File: config.mk
export PLATFORM = sky130hd
export DESIGN_NAME = ram_modport_flat
export DESIGN_NICKNAME = d
export VERILOG_FILES = /design/src/rtl/ram_pkg.sv /design/src/rtl/ram_if.sv /design/src/rtl/ram_mem_array.sv /design/src/rtl/ram_modport.sv /design/src/flat_wrapper.sv
export SDC_FILE = /design/constraint.sdc
export NUM_CORES = 1
export LEC_CHECK = 0
export BUFFER_PORTS_ARGS = -buffer_cell sky130_fd_sc_hd__buf_4
export CAP_MARGIN = 20
export CORE_MARGIN = 1.5
export CORE_UTILIZATION = 55
export DETAILED_ROUTE_END_ITERATION = 8
export GPL_TIMING_DRIVEN = 1
export PLACE_DENSITY = 0.8
export REMOVE_ABC_BUFFERS = 1
export SYNTH_ARGS = -nofsm -noshare
export SYNTH_HDL_FRONTEND = slang
export SYNTH_HIERARCHICAL = 1
export SYNTH_SLANG_ARGS = --single-unit
File: constraint.sdc
create_clock -name clk -period 1.12 [get_ports clk]
set_input_delay 0.056 -clock clk [delete_from_list [all_inputs] [get_ports clk]]
set_output_delay 0.056 -clock clk [all_outputs]
set_load 0.005 [all_outputs]
File: src/rtl/ram_pkg.sv
// Shared widths and word types for the RAM storage block
// and the environment that drives it.
package ram_pkg;

  localparam int ADDR_WIDTH = 4;
  localparam int DATA_WIDTH = 8;
  localparam int DEPTH      = 2 ** ADDR_WIDTH;

  typedef logic [ADDR_WIDTH-1:0] addr_t;
  typedef logic [DATA_WIDTH-1:0] data_t;

endpackage

File: src/rtl/ram_if.sv
// Write/read bus of the RAM: write driver on master,
// storage on slave, passive sampling on monitor.
interface ram_if;
  import ram_pkg::*;

  logic  wr_enb;
  addr_t wr_addr;
  data_t wr_data;
  logic  rd_enb;
  addr_t rd_addr;
  data_t rd_data;
  logic  rd_valid;

  modport master (
    output wr_enb,
    output wr_addr,
    output wr_data,
    output rd_enb,
    output rd_addr,
    input  rd_data,
    input  rd_valid
  );

  modport slave (
    input  wr_enb,
    input  wr_addr,
    input  wr_data,
    input  rd_enb,
    input  rd_addr,
    output rd_data,
    output rd_valid
  );

  modport monitor (
    input wr_enb,
    input wr_addr,
    input wr_data,
    input rd_enb,
    input rd_addr,
    input rd_data,
    input rd_valid
  );

endinterface

File: src/rtl/ram_mem_array.sv
// Storage array with async clear, one write port and a
// registered read-first read port.
module ram_mem_array
  import ram_pkg::*;
(
  input  logic  clk,
  input  logic  rst,
  input  logic  wr_enb,
  input  addr_t wr_addr,
  input  data_t wr_data,
  input  logic  rd_enb,
  input  addr_t rd_addr,
  output data_t rd_data
);

  data_t mem [DEPTH];

  always_ff @(posedge clk or negedge rst) begin
    if (!rst) begin
      for (int i = 0; i < DEPTH; i++) begin
        mem[i] <= '0;
      end
    end else if (wr_enb) begin
      mem[wr_addr] <= wr_data;
    end
  end

  // Same-edge collision returns the pre-write word.
  always_ff @(posedge clk or negedge rst) begin
    if (!rst) begin
      rd_data <= '0;
    end else if (rd_enb) begin
      rd_data <= mem[rd_addr];
    end
  end

endmodule

File: src/rtl/ram_modport.sv
// Dual-port synchronous RAM behind the ram_if slave modport;
// adds the one-cycle read-valid strobe.
module ram_modport
  import ram_pkg::*;
(
  input logic  clk,
  input logic  rst,
  ram_if.slave bus
);

  data_t rd_data;
  logic  rd_valid;

  ram_mem_array u_mem (
    .clk     (clk),
    .rst     (rst),
    .wr_enb  (bus.wr_enb),
    .wr_addr (bus.wr_addr),
    .wr_data (bus.wr_data),
    .rd_enb  (bus.rd_enb),
    .rd_addr (bus.rd_addr),
    .rd_data (rd_data)
  );

  always_ff @(posedge clk or negedge rst) begin
    if (!rst) begin
      rd_valid <= 1'b0;
    end else begin
      rd_valid <= bus.rd_enb;
    end
  end

  assign bus.rd_data  = rd_data;
  assign bus.rd_valid = rd_valid;

endmodule

File: src/flat_wrapper.sv
// flat-port wrapper written by rule: the top's interface ports become plain ports
module ram_modport_flat import ram_pkg::*;
  (clk, rst, bus_wr_enb, bus_wr_addr, bus_wr_data, bus_rd_enb, bus_rd_addr, bus_rd_data, bus_rd_valid);
  ram_if bus_i ();
  input logic clk;
  input logic rst;
  input wire logic [$bits(bus_i.wr_enb)-1:0] bus_wr_enb;
  input wire logic [$bits(bus_i.wr_addr)-1:0] bus_wr_addr;
  input wire logic [$bits(bus_i.wr_data)-1:0] bus_wr_data;
  input wire logic [$bits(bus_i.rd_enb)-1:0] bus_rd_enb;
  input wire logic [$bits(bus_i.rd_addr)-1:0] bus_rd_addr;
  output wire logic [$bits(bus_i.rd_data)-1:0] bus_rd_data;
  output wire logic [$bits(bus_i.rd_valid)-1:0] bus_rd_valid;
  assign bus_i.wr_enb = bus_wr_enb;
  assign bus_i.wr_addr = bus_wr_addr;
  assign bus_i.wr_data = bus_wr_data;
  assign bus_i.rd_enb = bus_rd_enb;
  assign bus_i.rd_addr = bus_rd_addr;
  assign bus_rd_data = bus_i.rd_data;
  assign bus_rd_valid = bus_i.rd_valid;
  ram_modport u_core (.clk(clk), .rst(rst), .bus(bus_i));
endmodule
### Word-level counts from Yosys, hierarchy flattened

Index checks and enable logic that the tools add are counted.

| cells by class | value |
|---|---|
| reduce and logical (&&, ||, !) cells | 1 |
| $lt $le $gt $ge | 3 |
| bitwise operators | 2 |
| muxes and demuxes | 6 |

Operators by type and width:

| operator | number |
|---|---|
| $bwmux W128 | 1 |
| $bmux W8 S4 | 1 |
| $demux W8 S4 | 1 |
| $mux W8 | 3 |
| $ge A5 B5 Y1 const B | 2 |
| $not A4 Y5 | 2 |
| $lt A5 B1 Y1 const B | 1 |
| $logic_and A1 B1 Y1 | 1 |

| storage, ports and cells | value |
|---|---|
| flip-flop bits (word level) | 137 |
| input port bits | 20 |
| word-level logic and storage cells | 30 |
| output and inout bits | 9 |

### Longest topological paths before layout

Gate-level depths: netlist (run 1).

| logic depth | value |
|---|---|
| depth after elaboration | 6 |
| mapped depth | 6 |

### Modules after synthesis

The synthesis (run 1) kept the hierarchy.

By module, submodules not included:

| module | area an instance (µm²) | cells each | instances |
|---|---|---|---|
| ram_mem_array | 6108.4 | 383 | 1 |
| ram_modport | 25.0 | 1 | 1 |

### Least setup slack after synthesis (run 1)

No wires, ideal clock.

| timing path | value |
|---|---|
| path type | input -> register |
| start | input port bus_rd_addr[1] |
| end | register u_core.u_mem.rd_data[1] |
| required time | 0.978 ns |
| stages | 5 |
| data arrival time | 1.137 ns |
| path buffers | 2 |
| path slack | -0.159 ns |
| path through | buf_4 -> buf_4 -> mux4_2 -> o22ai_1 -> a221oi_1 |

| between the ends | value |
|---|---|
| word-level cells in the longest chain between the ends | 4 |

RTL lines:

| what | RTL line | text |
|---|---|---|
| start, declared | flat_wrapper.sv:11 | `input wire logic [$bits(bus_i.rd_addr)-1:0] bus_rd_addr;` |
| $not A4 Y5 (implied by the code) | ram_mem_array.sv:33 | `rd_data <= mem[rd_addr];` |
| $bmux W8 S4 | ram_mem_array.sv:33 |  |
| $mux W8 (implied by the code) (2 in a row) | ram_mem_array.sv:33 |  |
| end signal, assigned | ram_mem_array.sv:33 |  |
| end, declared | ram_mem_array.sv:13 | `output data_t rd_data` |

Every way passes these cells. The select of a mux whose other input is x is not followed.
A chain may end at the register's enable or synchronous reset.

### Final worst setup path (run 1)

| timing path | value |
|---|---|
| start | register u_core/u_mem/mem[8] (netlist name) |
| end | register u_core.u_mem.rd_data[0] |

| between the ends | value |
|---|---|
| word-level cells in the longest chain between the ends | 3 |

RTL lines:

| what | RTL line | text |
|---|---|---|
| start, declared | ram_mem_array.sv:16 | `data_t mem [DEPTH];` |
| start signal, assigned by index | ram_mem_array.sv:24 | `mem[wr_addr] <= wr_data;` |
| $bmux W8 S4 | ram_mem_array.sv:33 |  |
| $mux W8 (implied by the code) (2 in a row) | ram_mem_array.sv:33 |  |

Every way passes these cells. The select of a mux whose other input is x is not followed.

==> impl_metrics.tcl, run 1 <==
set metrics [dict create \
    run_status "finished, violations left" \
    violations "negative setup slack" \
    largest_net_degree_at_the_start_of_global_routing 62 \
    floorplan.rows 38 \
    global_route_wire_length_before_repair_um 22700 \
    synth.distinct_cells 22 \
    post-synth-top-area-fraction_pct 55.9 \
    layout.nets 488 \
    yosys-top-cells-count "sky130_fd_sc_hd__dfrtp_1 (137), sky130_fd_sc_hd__mux2_2 (104), sky130_fd_sc_hd__mux4_2 (32)" \
    critical_path.max_stage_delay_ns 0.52 \
    hold_viol_final 0 \
    route.detailed.vias_per_inst 6.05 \
    clock-skew-final_ns 0.00486 \
    layoutNonFillerInstCount 618 \
    seq_power_share_pct 45.5 \
    syn_avg_cell_area_um2 16.0 \
    grt_setup_unrepaired "true" \
    post-route-min-period_ns 1.38 \
    design.portCount 29 \
    htree_levels 4 \
    drt-wirelength-per-cell_um 23.7 \
    place_congestion 0.760 \
    path_class "flip-flop to flip-flop" \
    intPower_w 0.0112 \
    tritoncts.num_buffers 17 \
    cpMaxStageDelayCell "sky130_fd_sc_hd__mux4_2" \
    detailedPlacementHpwl_um 9010 \
    number_of_search_and_repair_iterations_in_the_first_detailed_routing_pass 4 \
    antenna_cells_inserted 0 \
    power.leakage_nw 3.35 \
    power_frac_comb_pct 19.6 \
    syn_inst 384 \
    post_synth_edffs 0 \
    syn-cell-area_mm2 0.00613 \
    clock_power_share_pct 35.0 \
    gr-usage-all-layers_pct 27.3 \
    place_inst 559 \
    startpoint_type "flip-flop" \
    gr-total-overflow 0 \
    start_util_pct 56.6 \
    drv_cap 0 \
    crit_required_ns 1.49 \
    ys.flop_type "sky130_fd_sc_hd__dfrtp_1" \
    slew_headroom_pct 60.9 \
    cts.path.max_buffers 2 \
    synth_area_leaders "sky130_fd_sc_hd__dfrtp_1 (56%), sky130_fd_sc_hd__mux2_2 (19%), sky130_fd_sc_hd__mux4_2 (12%), sky130_fd_sc_hd__mux2_1 (4.4%), sky130_fd_sc_hd__mux2i_1 (1.3%)" \
    number_of_global_route_vias_before_repair 3985 \
    hold_path.class "primary input to asynchronous set/reset pin" \
    drt_wl_total_um 14600 \
    drt.antenna.violating_nets 0 \
    finalCoreUtilization_pct 71.4 \
    clock_sinks 137 \
    die_width_um 109 \
    vdd_ir_drop_max_mv 1.00 \
    fin_setup_tns_ns -1.75 \
    clk_root_buffer_cell "sky130_fd_sc_hd__clkbuf_8" \
    ys_ff_latch 137 \
    timing_max_transition_violations_final 0 \
    synth.yosys.warnings 6 \
    maxClockFrequency_mhz 727 \
    yosys.cell_count.top_type "sky130_fd_sc_hd__dfrtp_1" \
    tritoncts "built" \
    synth_sequential_area_ratio_pct 55.9 \
    finalWorstSetupSlack_ns -0.256 \
    number_of_antenna_violations_at_the_first_check_in_global_routing 0 \
    drc 0 \
    layout-drive-gt1-share_pct 55.2 \
    port_buffers 28 \
    clk_pin_slew_ns 0.06 \
    dieHeight_um 109 \
    critical_path.cell_chain "mux4_2 > o22ai_2 > a221oi_1" \
    yosysTopAreaCell "sky130_fd_sc_hd__dfrtp_1" \
    period_share_pct 123 \
    clk-insertion-delay-late_ns 0.53 \
    finalSetupViolations 11 \
    swShare_pct 24.2 \
    dieArea_mm2 0.0118 \
    critical_path.endpoint_type "flip-flop" \
    p_sw_w 0.00359 \
    area_delta_synth_final_pct 26.2 \
    route.vias.total 3740 \
    worstPathArrival_ns 1.75 \
    core_region_area_mm2 0.0108 \
    worst_pin_slew_ns 0.584 \
    dr.first_iter.drc_count 265 \
    async_flop_share_pct 100 \
    critical_path.max_fanout 2 \
    powerDensity_mw_per_mm2 1910 \
]
-- cells by family after synthesis --
| family | count (synthesis) | synth area share (%) |
|---|---|---|
| multiplexers | 168 | 36.6 |
| flip-flops | 137 | 55.9 |
| AND/OR/NAND/NOR | 35 | 3.28 |
| buffers and inverters | 28 | 2.31 |
| AO/OA/AOI/OAI | 16 | 1.96 |
-- power groups by stage --
stage | registers, W | logic [W] | clock network, W
floorplan | 0.00653 | 0.00164 | 0
global placement | 0.00666 | 0.00233 | 0
detailed placement | 0.00676 | 0.00245 | 0
CTS | 0.00670 | 0.00273 | 0.00526
global route | 0.00685 | 0.00310 | 0.00549
finish | 0.00674 | 0.00290 | 0.00518
-- timing repair --
item,4_1_cts,5_1_grt
gates resized for setup,14,8
setup endpoints to repair,16,29
endpoints found under the hold margin,274,13
hold buffers,11,1
cloned,0,0
pin swaps,4,3
buffers inserted,11,8
-- area by class of cell --
type                       instances  area [µm²]
sequential                       137        3430
timing repair buffer              93         943
clock inverter                     3        65.1
multi-input combinational        219        2650
tap                              140         175
clock buffer                      26         478
fill                             656        3100
-- sequential cells by signal, summed over array words and instances (netlist names) --
signal and flops:
u_core/u_mem/rd_data 8, u_core/bus.rd_valid 1, u_core/u_mem/mem 128
-- layer usage --
metal	GRT usage, %	up-vias	routed length, µm
met3	6.51	28	954
met5	0	-	0
met2	43.6	139	7500
met4	10.4	0	301
li1	-	1601	-
met1	36.4	1972	5880
-- cells in the final DEF, fill, tap and decap left out, drive strengths merged --
cell           n
or2            1
mux2         128
or3            3
nor2          18
clkinv         1
nand3          1
nor3b          1
nand2b         3
and2           1
nand3b         4
a221oi         8
mux4          32
o22ai          8
bufinv         2
and3           1
dlygate4sd3   11
buf           82
nand2          2
clkbuf        26
mux2i          8
dfrtp        137
-- worst max-delay path: cells and delay by family (launching register included) --
family	cells	cell delay, ns
AOI/OAI and AO/OA	2	0.31
DFF	1	0.40
muxes	1	0.52
-- through the flow --
step / setup WS (ns) / hold WS [ns] / power, W / area [µm²]
finish: -0.256 / 0.0861 / 0.0148 / 7740
global route: -0.282 / 0.104 / 0.0154 / 7740
CTS: -0.226 / 0.0684 / 0.0147 / 7640
detailed placement: -0.330 / -0.0521 / 0.00921 / 6830
global placement: -0.319 / -0.0533 / 0.00899 / 6830
floorplan: -0.0952 / -0.240 / 0.00817 / 5990
-- final timing paths --
kind                                              startpoint                             endpoint  slack (ns)  depth (start not counted)
max in group asynchronous                                rst    u_core/u_mem/mem[113]$_DFFE_PN0P_        0.04                          3
min reg2reg                u_core/u_mem/mem[114]$_DFFE_PN0P_    u_core/u_mem/mem[114]$_DFFE_PN0P_        0.50                          1
max                          u_core/u_mem/mem[8]$_DFFE_PN0P_  u_core/u_mem/rd_data[0]$_DFFE_PN0P_       -0.26                          3
min in group clk                              bus_wr_addr[2]     u_core/u_mem/mem[55]$_DFFE_PN0P_        0.12                          4
max reg2reg                  u_core/u_mem/mem[8]$_DFFE_PN0P_  u_core/u_mem/rd_data[0]$_DFFE_PN0P_       -0.26                          3
min                                                      rst     u_core/u_mem/mem[74]$_DFFE_PN0P_        0.09                          3
(Power assumes the default switching activity.)
==> run 2: changes to the inputs <==
CORE_ASPECT_RATIO = 2   (was unset)
==> run 2 against run 1 <==
Compared with the run above: the flow still finishes with violations (negative setup slack); global-route usage about the same; wire length decreased by 0.38%; clock power increased by 12%; maximum frequency increased by 0.32%; register-to-register slack about the same; sequential power about the same; final cell count decreased by 0.81%; combinational power decreased by 7%; largest cell class unchanged.
==> impl_metrics.tcl, run 2 (synthesized netlist as in run 1, its figures left out) <==
set metrics [dict create \
    layoutNonFillerInstCount 613 \
    multi_input_area_mm2 0.00265 \
    worst_pin_slew_ns 0.512 \
    powerDensity_mw_per_mm2 1990 \
    drv_cap 0 \
    regMostFlops "u_core/u_mem/mem" \
    largest_net_degree_at_the_start_of_global_routing 36 \
    reg.largest.list "u_core/u_mem/mem (128), u_core/u_mem/rd_data (8), u_core/bus.rd_valid (1)" \
    gr-usage-all-layers_pct 27.2 \
    vdd_ir_drop_max_mv 1.50 \
    number_of_antenna_violations_at_the_first_check_in_global_routing 0 \
    core_region_area_mm2 0.0109 \
    critical_path.endpoint_type "flip-flop" \
    clk-insertion-delay-late_ns 0.42 \
    p_total_w 0.0153 \
    hold_path.class "primary input to flip-flop" \
    clk_pin_slew_ns 0.06 \
    dr.first_iter.drc_count 183 \
    slew_headroom_pct 65.8 \
    port_buffers 28 \
    antenna_cells_inserted 0 \
    detailedPlacementHpwl_um 9770 \
    drt.antenna.violating_nets 0 \
    clk_root_buffer_cell "sky130_fd_sc_hd__clkbuf_16" \
    tritoncts "built" \
    gr-total-overflow 0 \
    finalWorstSetupSlack_ns -0.252 \
    layout-drive-gt1-share_pct 57.5 \
    hold_ws_ns 0.00995 \
    cts.path.max_buffers 2 \
    global_route_wire_length_before_repair_um 23500 \
    maxClockFrequency_mhz 729 \
    layout.nets 480 \
    place_inst 573 \
    post-route-min-period_ns 1.37 \
    drc 0 \
    finalCoreUtilization_pct 70.4 \
    place_area_mm2 0.00687 \
    die_width_um 77.7 \
    run_status "finished, violations left" \
    regToRegSetupSlack_ns -0.25 \
    dieHeight_um 152 \
    largest_register_ffs 128 \
    clock_sinks 137 \
    layout_commonest_cell "sky130_fd_sc_hd__dfrtp_1" \
    layout_common_cells "sky130_fd_sc_hd__dfrtp_1 (137), sky130_fd_sc_hd__mux2_2 (104), sky130_fd_sc_hd__buf_4 (69), sky130_fd_sc_hd__mux4_2 (32), sky130_fd_sc_hd__mux2_1 (24)" \
    htree_levels 4 \
    number_of_global_route_vias_before_repair 4195 \
    hold_viol_final 0 \
    tritoncts.num_buffers 17 \
    floorplan.rows 54 \
    crit_required_ns 1.39 \
    timing_max_transition_violations_final 0 \
    period_share_pct 122 \
    finalSetupViolations 8 \
    layout.area.seq_mm2 0.00343 \
    path_class "flip-flop to flip-flop" \
    grt_setup_unrepaired "true" \
    drt_wl_total_um 14600 \
    design.portCount 29 \
    violations "negative setup slack" \
    route.detailed.vias_per_inst 6.11 \
    clock-skew-final_ns 0.0127 \
    startpoint_type "flip-flop" \
    area_delta_synth_final_pct 24.8 \
    critical_path.max_fanout 2 \
    drt-wirelength-per-cell_um 23.8 \
    fillerInstances 663 \
    number_of_search_and_repair_iterations_in_the_first_detailed_routing_pass 4 \
    worstPathArrival_ns 1.64 \
    start_util_pct 56.4 \
    route.vias.total 3745 \
    place_congestion 0.842 \
    power.leakage_nw 3.32 \
    post-route-cell-area_mm2 0.00766 \
    dieArea_mm2 0.0118 \
]
## run 2: cell types whose count changed in the layout (fill, tap and decap cells not counted), sizes merged
cell         previous run  this run
clkbuf                 26        20
dlygate4sd3            11         5
inv                     0         4
clkinv                  1         4
buf                    82        80
bufinv                  2         3
clkinvlp                0         1
## run 2: final cells by class
class / count / share of cell area, %
flip-flops and latches: 137 / 44.8
multi-input cells: 219 / 34.7
repair buffers: 85 / 10.2
clock buffers: 20 / 5.96
well taps: 140 / 2.29
clock inverters: 12 / 2.14
## run 2: through the flow
stage / worst slack (ns) / TNS [ns]
floorplan: -0.0952 / -2.00
global placement: -0.271 / -16.72
detailed placement: -0.300 / -19.60
CTS: -0.217 / -1.66
global route: -0.274 / -1.97
finish: -0.252 / -1.70
## run 2: worst paths after layout
path	cells past startpoint	from	endpoint
setup / recovery	3	u_core/u_mem/mem[17]$_DFFE_PN0P_	u_core/u_mem/rd_data[1]$_DFFE_PN0P_
hold / removal	2	bus_wr_data[4]	u_core/u_mem/mem[52]$_DFFE_PN0P_
setup reg to reg	3	u_core/u_mem/mem[17]$_DFFE_PN0P_	u_core/u_mem/rd_data[1]$_DFFE_PN0P_
hold reg to reg	1	u_core/u_mem/mem[55]$_DFFE_PN0P_	u_core/u_mem/mem[55]$_DFFE_PN0P_
max in group asynchronous	3	rst	u_core/u_mem/mem[121]$_DFFE_PN0P_
min in group asynchronous	2	rst	u_core/u_mem/mem[117]$_DFFE_PN0P_
## run 2: repair_timing
| item | CTS | global route |
|---|---|---|
| setup endpoints to repair | 8 | 8 |
| gates resized for setup | 10 | 6 |
| pin swaps | 3 | 2 |
| setup buffers | 2 | 1 |
| hold buffers | 5 | 0 |
| hold endpoints to repair | 145 | 0 |
## run 2: power by group
part,internal [W],switching [W]
Clock,0.00366,0.00216
Sequential,0.00609,0.000642
Combinational,0.00168,0.00103
Total,0.0114,0.00383
## run 2: worst max-delay path, stage by stage, from the launching register on
cell and delay, ns:
sky130_fd_sc_hd__dfrtp_1 0.39, sky130_fd_sc_hd__mux4_2 0.51, sky130_fd_sc_hd__mux2i_4 0.22, sky130_fd_sc_hd__a221oi_2 0.11
## run 2: per-layer routing
layer / track usage [%] / up-vias / part of all wire [%]
li1: - / 1596 / -
met1: 29.9 / 1964 / 36
met2: 47.8 / 138 / 57
met3: 6.17 / 47 / 3.3
met4: 14.6 / 0 / 4.2
met5: 0 / - / 0
